<file path="src/rtl/seq_det_ctrl_if.sv">
// Configuration, control and serial-stream bundle for the programmable sequence detector.
// The master side supplies config and bits; the slave side is the controller.
interface seq_det_ctrl_if #(
    parameter int PW = 8,
    parameter int CW = 8
);
    localparam int LW = $clog2(PW + 1);

    logic          cfg_valid;
    logic          cfg_ready;
    logic [PW-1:0] cfg_pat;
    logic [LW-1:0] cfg_len;
    logic          cfg_ovl;
    logic [CW-1:0] cfg_target;
    logic          cfg_err;
    logic          start;
    logic          abort;
    logic          In;
    logic          in_valid;
    logic          OP;
    logic [CW-1:0] match_cnt;
    logic          busy;
    logic          done;
    logic [1:0]    CS;

    modport master (
        output cfg_valid, cfg_pat, cfg_len, cfg_ovl, cfg_target, start, abort, In, in_valid,
        input  cfg_ready, cfg_err, OP, match_cnt, busy, done, CS
    );

    modport slave (
        input  cfg_valid, cfg_pat, cfg_len, cfg_ovl, cfg_target, start, abort, In, in_valid,
        output cfg_ready, cfg_err, OP, match_cnt, busy, done, CS
    );
endinterface

</file>
<file path="src/rtl/seq_det_ctrl.sv">
// Programmable Mealy sequence detector: loads a pattern over a valid/ready handshake,
// counts matches on a gated serial stream and stops when the match target is reached.
//
// state | meaning
// IDLE  | waiting for config / start; cfg_ready high
// ARMED | shifting valid bits and detecting matches
// DONE  | match target reached; waits for start or new config
module seq_det_ctrl #(
    parameter int PW = 8,
    parameter int CW = 8
) (
    input logic          Clk,
    input logic          Rst,
    seq_det_ctrl_if.slave bus
);
    localparam int LW = $clog2(PW + 1);

    localparam logic [1:0] IDLE  = 2'b00;
    localparam logic [1:0] ARMED = 2'b01;
    localparam logic [1:0] DONE  = 2'b10;

    logic [1:0]    state_q, state_d;
    logic          loaded;
    logic [PW-1:0] pat_q;
    logic [LW-1:0] len_q;
    logic          ovl_q;
    logic [CW-1:0] target_q;
    logic [PW-1:0] hist;
    logic [LW-1:0] fill;
    logic [CW-1:0] cnt;
    logic          err_q;

    logic          xfer, cfg_bad, arm, hit, fill_ok;
    logic          busy_s, done_s, ready_s, op_s;
    logic [PW-1:0] shifted, mask;
    logic [CW-1:0] cnt_inc;

    assign xfer    = bus.cfg_valid & ready_s;
    assign cfg_bad = (bus.cfg_len == '0) || (bus.cfg_len > LW'(PW));
    assign arm     = bus.start & loaded & ~xfer;

    // Newest bit lands in position 0, so the low len bits line up with pat[len-1:0].
    assign shifted = {hist[PW-2:0], bus.In};
    assign mask    = ~({PW{1'b1}} << len_q);
    assign hit     = ((shifted ^ pat_q) & mask) == '0;
    assign fill_ok = fill >= (len_q - LW'(1));
    assign cnt_inc = cnt + CW'(1);

    always_ff @(posedge Clk or negedge Rst) begin
        if (!Rst) state_q <= IDLE;
        else      state_q <= state_d;
    end

    always_comb begin
        state_d = state_q;
        case (state_q)
            IDLE:    if (arm) state_d = ARMED;
            ARMED: begin
                if (bus.abort)
                    state_d = IDLE;
                else if (op_s && (target_q != '0) && (cnt_inc == target_q))
                    state_d = DONE;
            end
            DONE: begin
                if (xfer)     state_d = IDLE;
                else if (arm) state_d = ARMED;
            end
            default: state_d = IDLE;
        endcase
    end

    always_comb begin
        busy_s  = (state_q == ARMED);
        done_s  = (state_q == DONE);
        ready_s = (state_q == IDLE) || (state_q == DONE);
        op_s    = busy_s & bus.in_valid & ~bus.abort & fill_ok & hit;
    end

    always_ff @(posedge Clk or negedge Rst) begin
        if (!Rst) begin
            loaded   <= 1'b0;
            pat_q    <= '0;
            len_q    <= '0;
            ovl_q    <= 1'b0;
            target_q <= '0;
            hist     <= '0;
            fill     <= '0;
            cnt      <= '0;
            err_q    <= 1'b0;
        end else begin
            err_q <= xfer & cfg_bad;
            if (xfer && !cfg_bad) begin
                pat_q    <= bus.cfg_pat;
                len_q    <= bus.cfg_len;
                ovl_q    <= bus.cfg_ovl;
                target_q <= bus.cfg_target;
                loaded   <= 1'b1;
            end
            if (ready_s && arm) begin
                hist <= '0;
                fill <= '0;
                cnt  <= '0;
            end else if (busy_s && bus.in_valid && !bus.abort) begin
                hist <= shifted;
                // Non-overlapping mode restarts the window so the next match needs len fresh bits.
                if (op_s && !ovl_q)
                    fill <= '0;
                else if (fill != LW'(PW))
                    fill <= fill + LW'(1);
                if (op_s && (cnt != '1))
                    cnt <= cnt_inc;
            end
        end
    end

    assign bus.cfg_ready = ready_s;
    assign bus.cfg_err   = err_q;
    assign bus.OP        = op_s;
    assign bus.match_cnt = cnt;
    assign bus.busy      = busy_s;
    assign bus.done      = done_s;
    assign bus.CS        = state_q;
endmodule

</file>
<file path="src/flat_wrapper.sv">
// flat-port wrapper written by rule: the top's interface ports become plain ports
module seq_det_ctrl_flat 
#(
    parameter int PW = 8,
    parameter int CW = 8
)
  (Clk, Rst, bus_cfg_valid, bus_cfg_pat, bus_cfg_len, bus_cfg_ovl, bus_cfg_target, bus_start, bus_abort, bus_In, bus_in_valid, bus_cfg_ready, bus_cfg_err, bus_OP, bus_match_cnt, bus_busy, bus_done, bus_CS);
  seq_det_ctrl_if #(.PW(PW), .CW(CW)) bus_i ();
  input logic Clk;
  input logic Rst;
  input wire logic [$bits(bus_i.cfg_valid)-1:0] bus_cfg_valid;
  input wire logic [$bits(bus_i.cfg_pat)-1:0] bus_cfg_pat;
  input wire logic [$bits(bus_i.cfg_len)-1:0] bus_cfg_len;
  input wire logic [$bits(bus_i.cfg_ovl)-1:0] bus_cfg_ovl;
  input wire logic [$bits(bus_i.cfg_target)-1:0] bus_cfg_target;
  input wire logic [$bits(bus_i.start)-1:0] bus_start;
  input wire logic [$bits(bus_i.abort)-1:0] bus_abort;
  input wire logic [$bits(bus_i.In)-1:0] bus_In;
  input wire logic [$bits(bus_i.in_valid)-1:0] bus_in_valid;
  output wire logic [$bits(bus_i.cfg_ready)-1:0] bus_cfg_ready;
  output wire logic [$bits(bus_i.cfg_err)-1:0] bus_cfg_err;
  output wire logic [$bits(bus_i.OP)-1:0] bus_OP;
  output wire logic [$bits(bus_i.match_cnt)-1:0] bus_match_cnt;
  output wire logic [$bits(bus_i.busy)-1:0] bus_busy;
  output wire logic [$bits(bus_i.done)-1:0] bus_done;
  output wire logic [$bits(bus_i.CS)-1:0] bus_CS;
  assign bus_i.cfg_valid = bus_cfg_valid;
  assign bus_i.cfg_pat = bus_cfg_pat;
  assign bus_i.cfg_len = bus_cfg_len;
  assign bus_i.cfg_ovl = bus_cfg_ovl;
  assign bus_i.cfg_target = bus_cfg_target;
  assign bus_i.start = bus_start;
  assign bus_i.abort = bus_abort;
  assign bus_i.In = bus_In;
  assign bus_i.in_valid = bus_in_valid;
  assign bus_cfg_ready = bus_i.cfg_ready;
  assign bus_cfg_err = bus_i.cfg_err;
  assign bus_OP = bus_i.OP;
  assign bus_match_cnt = bus_i.match_cnt;
  assign bus_busy = bus_i.busy;
  assign bus_done = bus_i.done;
  assign bus_CS = bus_i.CS;
  seq_det_ctrl #(.PW(PW), .CW(CW)) u_core (.Clk(Clk), .Rst(Rst), .bus(bus_i));
endmodule
</file>
<file path="config.mk">
export PLATFORM = sky130hd
export DESIGN_NAME = seq_det_ctrl_flat
export DESIGN_NICKNAME = d
export VERILOG_FILES = /design/src/rtl/seq_det_ctrl_if.sv /design/src/rtl/seq_det_ctrl.sv /design/src/flat_wrapper.sv
export SDC_FILE = /design/constraint.sdc
export NUM_CORES = 1
export LEC_CHECK = 0
export CELL_PAD_IN_SITES_DETAIL_PLACEMENT = 1
export CELL_PAD_IN_SITES_GLOBAL_PLACEMENT = 1
export CORE_AREA = 3 3 105 107
export DETAILED_ROUTE_END_ITERATION = 10
export DIE_AREA = 0 0 108 110
export GPL_TIMING_DRIVEN = 0
export PLACE_DENSITY_LB_ADDON = 0.25
export RECOVER_POWER = 25
export SETUP_SLACK_MARGIN = 0.2
export SLEW_MARGIN = 10
export SYNTH_ARGS = -nofsm -noshare
export SYNTH_HDL_FRONTEND = slang
export SYNTH_SLANG_ARGS = --single-unit
</file>
<file path="constraint.sdc">
create_clock -name Clk -period 2.1 [get_ports Clk]
set_input_delay 0.42 -clock Clk [delete_from_list [all_inputs] [get_ports Clk]]
set_output_delay 0.42 -clock Clk [all_outputs]
set_load 0.005 [all_outputs]
</file>
==> results.toml, run 1 <==
[routing]
wl_per_cell_um = 15.4
drt_pass1_iterations = 3
wl_mm = 6.99
vias = 2129
drc = 0
ant_nets = 0
via_per_inst = 4.69
drtIter0Drc = 55

[final_layout]
drive_gt1_share_pct = 24.8
filler_cell_count = 1150
final_core_utilization_pct = 34.4
fin_nets = 356
n_antenna_cell = 0
area_delta_synth_final_pct = 38.6
design_area_um2 = 3520

[timing]
hold_viol = 0
setup_ws_ns = -0.441
fmax_ghz = 0.394
report.final.slew_viol_count = 0
max-slew-margin-rel_pct = 32.2
setup_tns_ns = -4.78
max_slew.worst_pin.slew_ns = 1.01
post-route-period-util_pct = 121
min_period_ns = 2.54
final.setup_skew_ns = 0.00631
whs_ns = 0.143
finalSetupViolations = 15
rsz0062_at_grt = "yes"

[pwr]
p_seq_share_pct = 41.6
switching_share_pct = 32.1
combPwrFrac_pct = 33.1
p_switching_uw = 867
clockPowerShare_pct = 25.3
power_uw = 2710
p_leak_uw = 0.00143
p_per_area_nw_per_um2 = 768
peakVddDrop_mv = 0.308
p_int_uw = 1840

[yosys]
syn-cell-area_um2 = 2540
yosys_warnings = 0
ys_async_sr_fraction_pct = 100
syn_nets = 296
yosysTopAreaCell = "dfrtp_1"
synth_common_cells = "dfrtp_1, nand2_1, mux2_2"
ys.flop_type = "dfrtp_1"
synth.top_cell.area_share_pct = 43.3
synth_edf_count = 0
ys_ff_latch = 44
synthTopCellsByArea = "dfrtp_1, mux2_2, ha_1"
synth_cell_types = 51
synth.most_common_cell = "dfrtp_1"
synth_cells = 257
yosysSeqAreaShare_pct = 43.3
syn_area_per_cell_um2 = 9.88

[placement]
place_area_um2 = 3230
numPortBuffers = 42
gp_congestion = 0.781
post-dp-hpwl_mm = 5.30

[grt]
track_usage_pct = 12.7
grt_max_degree = 33
grt_pass1_wl_mm = 11.9
grt_pass1_vias = 2290
antenna_found_initial = 0
overflow = 0

[clocking]
cts_root_buf = "clkbuf_8"
ctsHtreeMaxLevel = 2
clk_pin_slew_ns = 0.09
tritoncts = "yes"
cts_buffer_depth = 2
hold_buffers = 0
numCtsBuffers = 5
cts.sink_count = 44
clock_latency_ns = 0.30

[setup_path]
setup.worst_path.start_class = "register"
cpPeakStageDelay_ns = 0.41
cp.arrival_ns = 2.12
crit_path_end_kind = "primary output"
path_common_cell = "ha_4"
path_class = "register to primary output"
worst-path-buf-inv = 3
cp_max_fo = 3
cp_cell_sequence = "inv_2 > ha_4 > ha_4 > ha_4 > o21a_1 > o22ai_1 > a21oi_1 > nand4bb_2 > clkinv_2 > buf_6"
critical_path.top_delay_family = "adder cells"
worstPathRequired_ns = 1.68
cpMaxStageDelayCell = "dfrtp_1"

[job]
drv_cap = 0

[die]
die_h_um = 110
dieArea_um2 = 11900
row_count = 37
die_x_um = 108
core_um2 = 10200
ios = 43
start_util_pct = 24.8

[run_status]
status = "finished, violations left"
violations = "setup timing"

[hold_path]
min_path_type = "primary input to asynchronous set/reset pin"
## stage by stage
stage | instances | setup WS (ns)
global placement | 435 | -0.782
detailed placement | 436 | -0.647
CTS | 453 | -0.440
floorplan | 257 | -0.0714
finish | 454 | -0.441
global route | 454 | -0.566
## final cells by class
type / instances / area [um^2] / share of cell area (%)
well taps: 136 / 170 / 4.83
clock inverters: 3 / 46.3 / 1.31
repair buffers: 53 / 508 / 14.4
inverters: 12 / 46.3 / 1.31
plain buffers: 11 / 93.8 / 2.67
flip-flops and latches: 44 / 1100 / 31.3
multi-input cells: 190 / 1490 / 42.2
clock buffers: 5 / 68.8 / 1.95
## cell families (layout without fill, tap and decap cells)
logic type	count (synthesis)	after routing	synth area share [%]
fa+ha+maj	11	11	5.42
buf+inv	23	84	4.14
xor+xnor	19	19	6.55
mux	18	18	7.98
flops	44	44	43.3
compound gates	44	44	12.6
simple gates	98	98	20.0
## timing repair
action                                  4_1_cts  5_1_grt
pin swaps                                    13        7
setup buffers                                 9        1
resized for setup                            31        7
endpoints found under the setup margin       36       35
## power groups by stage
stage / Combinational [uW] / Clock, uW / Sequential (uW)
floorplan: 576 / 0 / 1100
global placement: 769 / 0 / 1140
detailed placement: 804 / 0 / 1150
CTS: 895 / 713 / 1130
global route: 1000 / 757 / 1150
finish: 896 / 684 / 1130
## state kept, by name, summed over array words and instances (netlist names), 2 cells and up
signal / cells
u_core.bus.match_cnt: 8
u_core.pat_q: 8
u_core.target_q: 8
u_core.hist: 7
u_core.fill: 4
u_core.len_q: 4
u_core.bus.CS: 2
## metal layers
| metal | vias to the layer above | global-route usage [%] | share of wire, % |
|---|---|---|---|
| met4 | 0 | 2.98 | 0.87 |
| met5 | - | 0 | 0 |
| met2 | 30 | 21.5 | 48 |
| met3 | 5 | 2.39 | 3.6 |
| met1 | 1054 | 16.9 | 47 |
| li1 | 1040 | - | - |
## layout by cell type (no fill, tap or decap), drive strengths merged, types with 2 or more instances in the layout
cell type      instances
a21o                   2
xor2                   7
clkdlybuf4s50         38
nand2                 34
o2bb2ai                2
o22ai                  3
nor4                   4
a31oi                  2
a221o                  5
and2                   2
dfrtp                 44
mux2                  18
and3                   2
nor2                  12
a21oi                  7
xnor2                 12
ha                    11
a2111oi                3
nor2b                  4
buf                   19
or2                    3
clkbuf                10
o21ai                 13
nor4b                  2
or3                    3
inv                   12
nand4                  2
nand3                 14
nor3                  12
## worst paths after layout
check                           startpoint                 endpoint  slack [ns]  cells past startpoint
min                                    Rst          u_core.len_q[3]        0.14                      1
max                        u_core.len_q[0]                   bus_OP       -0.44                     10
max in group asynchronous              Rst          u_core.len_q[2]        0.63                      2
min in group Clk            bus_cfg_len[1]          u_core.len_q[3]        0.39                      2
min reg2reg                  u_core.loaded            u_core.loaded        0.49                      1
max reg2reg                u_core.len_q[0]  u_core.bus.match_cnt[4]       -0.40                     13
Note: power is estimated with default switching activity, not from simulation.
==> inputs of run 2 (changes only) <==
Settings changed: CTS_CLUSTER_DIAMETER set to 50, PLACE_DENSITY_LB_ADDON 0.25 to 0.1.
==> run 2 against run 1 <==
Compared with the run above:
- the flow still finishes with violations (setup timing)
- critical path depth unchanged
- combinational power shrank 3.5%
- sequential share of layout area is 0.084 points lower
- via count down 1.7%
- final cell count is the same
==> results.toml, run 2 (synthesis results as in run 1) <==
[timing]
fmax_ghz = 0.399
hold_viol = 0
min_period_ns = 2.51
max_slew.worst_pin.slew_ns = 1.01
setup_ws_ns = -0.409
whs_ns = 0.141
post-route-period-util_pct = 119
finalSetupViolations = 15
max-slew-margin-rel_pct = 31.9
report.final.slew_viol_count = 0
rsz0062_at_grt = "yes"
final.setup_skew_ns = 0.0108

[setup_path]
setup.worst_path.start_class = "register"
path_class = "register to primary output"
worstPathRequired_ns = 1.68
cp.arrival_ns = 2.09
cpPeakStageDelay_ns = 0.41
rr_worst_depth = 12
path_common_cell = "ha_4"
timing.rr.start = "u_core.len_q[0]"
r2r_slack_ns = -0.40
cp_max_fo = 3
startpoint = "u_core.len_q[0]"
cp_cell_sequence = "inv_2 > ha_4 > ha_4 > ha_4 > o21a_1 > o22ai_1 > a21oi_1 > nand4bb_2 > clkinv_2 > buf_6"
crit_end = "bus_OP"
crit-reg2reg-capture = "u_core.bus.CS[0]"
cpMaxStageDelayCell = "dfrtp_1"
crit_path_end_kind = "primary output"

[grt]
grt_max_degree = 33
grt_pass1_vias = 2201
overflow = 0
track_usage_pct = 12.7
antenna_found_initial = 0
grt_pass1_wl_mm = 11.7

[die]
die_h_um = 110
die_x_um = 108
start_util_pct = 24.8
core_um2 = 10200
row_count = 37
dieArea_um2 = 11900
ios = 43

[pwr]
clockPowerShare_pct = 26.3
p_leak_uw = 0.00145
p_seq_share_pct = 41.7
p_per_area_nw_per_um2 = 763
p_int_uw = 1860
combPwrFrac_pct = 32.0
p_switching_uw = 840
switching_share_pct = 31.1
peakVddDrop_mv = 0.347

[final_layout]
drive_gt1_share_pct = 25.5
layout_commonest_cell = "dfrtp_1"
fin_nets = 356
n_antenna_cell = 0
area_delta_synth_final_pct = 39.3
design_area_um2 = 3540
most-common-layout-cells = "dfrtp_1, nand2_1, clkdlybuf4s50_1"

[placement]
place_area_um2 = 3230
numPortBuffers = 42
gp_congestion = 0.766
post-dp-hpwl_mm = 5.37

[routing]
via_per_inst = 4.61
vias = 2092
ant_nets = 0
wl_mm = 7.12
wl_per_cell_um = 15.7
drc = 0
drt_pass1_iterations = 4
drtIter0Drc = 53

[clocking]
clock_latency_ns = 0.30
cts_buffer_depth = 2
numCtsBuffers = 5
cts_root_buf = "clkbuf_8"
tritoncts = "yes"
ctsHtreeMaxLevel = 2
clk_pin_slew_ns = 0.10
cts.sink_count = 44

[job]
drv_cap = 0

[run_status]
violations = "setup timing"
status = "finished, violations left"

[hold_path]
min_path_type = "primary input to asynchronous set/reset pin"
==> run 2: worst max-delay path, delay by kind of cell (launching register included) <==
kind                       cells  cell delay, ns
adders and majority gates      3            0.64
AOI/OAI and AO/OA              3            0.33
and+or+nand+nor                1            0.17
buffers and inverters          3            0.26
DFF                            1            0.41
==> run 2: final cells by class <==
type	count	area [um^2]
fillers	1157	6690
plain buffers	11	90.1
multi-input cells	190	1500
clock inverters	2	38.8
well taps	136	170
repair buffers	53	508
flip-flops and latches	44	1100
inverters	12	46.3
clock buffers	6	82.6
==> run 2: how the worst min path moves through the flow <==
| stage | slack, ns | to | cells after the start |
|---|---|---|---|
| 2_1_floorplan | 0.12 | u_core.bus.CS[0] | 0 |
| 3_3_place_gp | 0.46 | u_core.loaded | 1 |
| 3_5_place_dp | 0.35 | u_core.bus.cfg_err | 1 |
| 4_1_cts | 0.02 | u_core.bus.CS[0] | 1 |
| 5_1_grt | 0.22 | u_core.target_q[3] | 1 |
| 6_report | 0.14 | u_core.bus.CS[0] | 1 |
==> run 2: per-layer routing <==
layer  GRT usage [%]  wire (um)
met2            20.7       3280
met4            3.25         75
met5               0          0
met3            1.57        228
met1            18.0       3530
==> run 2: timing repair <==
item / CTS / global route
endpoints found under the setup margin: 38 / 23
pin swaps: 8 / 1
buffers inserted: 9 / 1
hold endpoints to repair: 0 / 0
hold buffers: 0 / 0
gates resized for setup: 34 / 7
==> run 2: power by group through the flow <==
stage,combinational [uW],sequential [uW],clock (uW)
6_report,865,1120,710
5_1_grt,974,1150,776
4_1_cts,880,1130,749
3_5_place_dp,797,1150,0
3_3_place_gp,778,1150,0
2_1_floorplan,576,1100,0
==> run 2: per-stage QoR <==
stage                     util [%]  setup TNS, ns  cells  setup WS [ns]  power, uW
after floorplan                  -         -0.524    257        -0.0714       1670
after CTS                     34.3          -3.78    453         -0.423       2760
after global routing          34.6          -6.54    454         -0.546       2900
after global placement        31.4         -55.98    435         -0.896       1930
final                         34.6          -4.41    454         -0.409       2700
after detailed placement      31.6         -16.65    436         -0.652       1950
==> inputs of run 3 (changes only) <==
Settings changed: ABC_AREA set to 1, CORE_AREA 3 3 105 107 to 4 4 108 110, DIE_AREA 0 0 108 110 to 0 0 112 114.
==> run 3 against run 2 <==
Compared with the run above:
- the run still ends with setup timing left
- sequential power hardly changed
- non-clock buffer count is 3 higher
- register-to-register slack improved by 0.12 ns
- fmax increased by 5.1%
- via count is 19% higher
- utilization fell by 0.34 points
- largest power group unchanged
==> results.toml, run 3 <==
[timing]
finalSetupViolations = 15
max_slew.worst_pin.slew_ns = 1.09
setup_tns_ns = -2.76
fmax_ghz = 0.419
report.final.slew_viol_count = 0
setup_ws_ns = -0.286
hold_viol = 0
post-route-period-util_pct = 114
final.setup_skew_ns = 0.00598
rsz0062_at_grt = "yes"
whs_ns = 0.302
min_period_ns = 2.39
max-slew-margin-rel_pct = 27.2

[routing]
wl_mm = 7.73
ant_nets = 0
drtIter0Drc = 81
wl_per_cell_um = 13.7
via_per_inst = 4.40
drt_pass1_iterations = 5
vias = 2490
drc = 0

[die]
die_h_um = 114
ios = 43
row_count = 38
die_x_um = 112
core_um2 = 10700
start_util_pct = 24.4
dieArea_um2 = 12800

[setup_path]
path_class = "register to primary output"
crit_path_end_kind = "primary output"
crit-reg2reg-capture = "u_core.bus.CS[1]"
r2r_slack_ns = -0.28
worstPathRequired_ns = 1.68
timing.rr.start = "u_core.len_q[1]"
cp.arrival_ns = 1.97
cp_max_fo = 3
setup.worst_path.start_class = "register"
rr_worst_depth = 18

[pwr]
peakVddDrop_mv = 0.258
combPwrFrac_pct = 37.8
clockPowerShare_pct = 23.3
p_leak_uw = 0.00180
p_per_area_nw_per_um2 = 788
p_int_uw = 1840
p_seq_share_pct = 38.9
switching_share_pct = 36.2
p_switching_uw = 1040

[final_layout]
drive_gt1_share_pct = 19.5
n_antenna_cell = 0
most-common-layout-cells = "nand2_1, inv_1, dfrtp_1"
fin_nets = 464
layout_commonest_cell = "nand2_1"
area_delta_synth_final_pct = 40.6
design_area_um2 = 3660

[job]
drv_cap = 0

[placement]
numPortBuffers = 42
post-dp-hpwl_mm = 6.01
gp_congestion = 0.802
place_area_um2 = 3280

[yosys]
synthTopCellsByArea = "dfrtp_1, nand2_1, inv_1"
ys_async_sr_fraction_pct = 100
synth.top_cell.area_share_pct = 42.2
synth_cell_types = 30
yosys_warnings = 0
synth_edf_count = 0
yosysSeqAreaShare_pct = 42.2
yosysTopAreaCell = "dfrtp_1"
syn-cell-area_um2 = 2610
ys.flop_type = "dfrtp_1"
synth_common_cells = "nand2_1, inv_1, dfrtp_1, nor2_1, nand3_1"
ys_ff_latch = 44
syn_area_per_cell_um2 = 7.34
syn_nets = 394
synth_cells = 355
synth.most_common_cell = "nand2_1"

[grt]
grt_max_degree = 27
grt_pass1_vias = 2690
overflow = 0
antenna_found_initial = 0
track_usage_pct = 12.8
grt_pass1_wl_mm = 13.2

[clocking]
cts_buffer_depth = 2
numCtsBuffers = 5
cts_root_buf = "clkbuf_8"
cts.sink_count = 44
ctsHtreeMaxLevel = 2
clock_latency_ns = 0.30
tritoncts = "yes"
clk_pin_slew_ns = 0.09

[hold_path]
min_path_type = "primary input to asynchronous set/reset pin"

[run_status]
status = "finished, violations left"
violations = "setup timing"
==> run 3: cell count changes after synthesis, sizes merged, moves of 5 or more <==
cell   change
nand2     +80
a21oi      +9
a221o      -5
xnor2     -10
nor2      +29
nor3      -10
o21ai      -8
buf        -7
inv       +45
mux2      -12
nand3     +16
==> run 3: timing repair <==
item                                    CTS  global route
buffers inserted                         17             3
gates resized for setup                  32            15
endpoints found under the setup margin   32            37
hold buffers                              0             0
pin swaps                                18            12
==> run 3: per-layer routing <==
metal	up-vias	wire [um]	GRT usage, %
met2	30	4030	23.6
met4	0	104	3.13
li1	1249	-	-
met5	-	0	0
met1	1202	3390	15.6
met3	9	202	2.12
==> run 3: cell families (layout without fill, tap and decap cells) <==
group | Yosys count | count (layout) | synth area share (%)
AO/OA/AOI/OAI | 30 | 30 | 6.24
XOR/XNOR | 5 | 5 | 1.68
adder cells (fa/ha/maj) | 11 | 11 | 5.28
buffers and inverters | 62 | 133 | 9.02
flip-flops | 44 | 44 | 42.2
multiplexers | 6 | 6 | 2.59
AND/OR/NAND/NOR | 197 | 197 | 32.9
==> run 3: critical path: stages (launching register included) <==
cell	delay (ns)
dfrtp_1	0.43
inv_2	0.07
ha_4	0.17
ha_4	0.22
ha_4	0.26
nand2_2	0.04
inv_2	0.05
nand3_2	0.06
nand3_2	0.09
nand2_4	0.06
nor2_4	0.09
buf_2	0.12
==> run 3: worst max path at each step <==
stage | start | endpoint | slack, ns | cells past startpoint
2_1_floorplan | u_core.len_q[1] | u_core.bus.match_cnt[1] | 0.12 | 13
3_3_place_gp | Rst | u_core.len_q[0] | -0.84 | 1
3_5_place_dp | u_core.len_q[2] | bus_OP | -0.52 | 12
4_1_cts | u_core.len_q[1] | bus_OP | -0.35 | 11
5_1_grt | u_core.len_q[1] | bus_OP | -0.41 | 11
6_report | u_core.len_q[1] | bus_OP | -0.29 | 11
==> run 3: per-stage QoR <==
stage,util [%],std cells,setup WS (ns),power (uW)
after floorplan,-,355,0.118,1710
after global placement,30.5,537,-0.842,1980
after detailed placement,30.6,538,-0.524,2030
after CTS,33.7,563,-0.354,2880
after global routing,34.2,566,-0.412,3150
final,34.2,566,-0.286,2890
==> run 3: final cells by class <==
| type | instances | area [um^2] |
|---|---|---|
| fillers | 1305 | 7030 |
| multi-input cells | 249 | 1440 |
| flip-flops and latches | 44 | 1100 |
| repair buffers | 63 | 592 |
| inverters | 58 | 221 |
| well taps | 140 | 175 |
| clock buffers | 5 | 68.8 |
| clock inverters | 3 | 42.5 |
| plain buffers | 4 | 22.5 |
==> run 3: power groups by stage <==
stage	registers (uW)	clock network (uW)	logic (uW)
final	1120	673	1090
after global placement	1130	0	849
after global routing	1150	751	1250
after floorplan	1090	0	615
after CTS	1130	714	1040
after detailed placement	1140	0	889
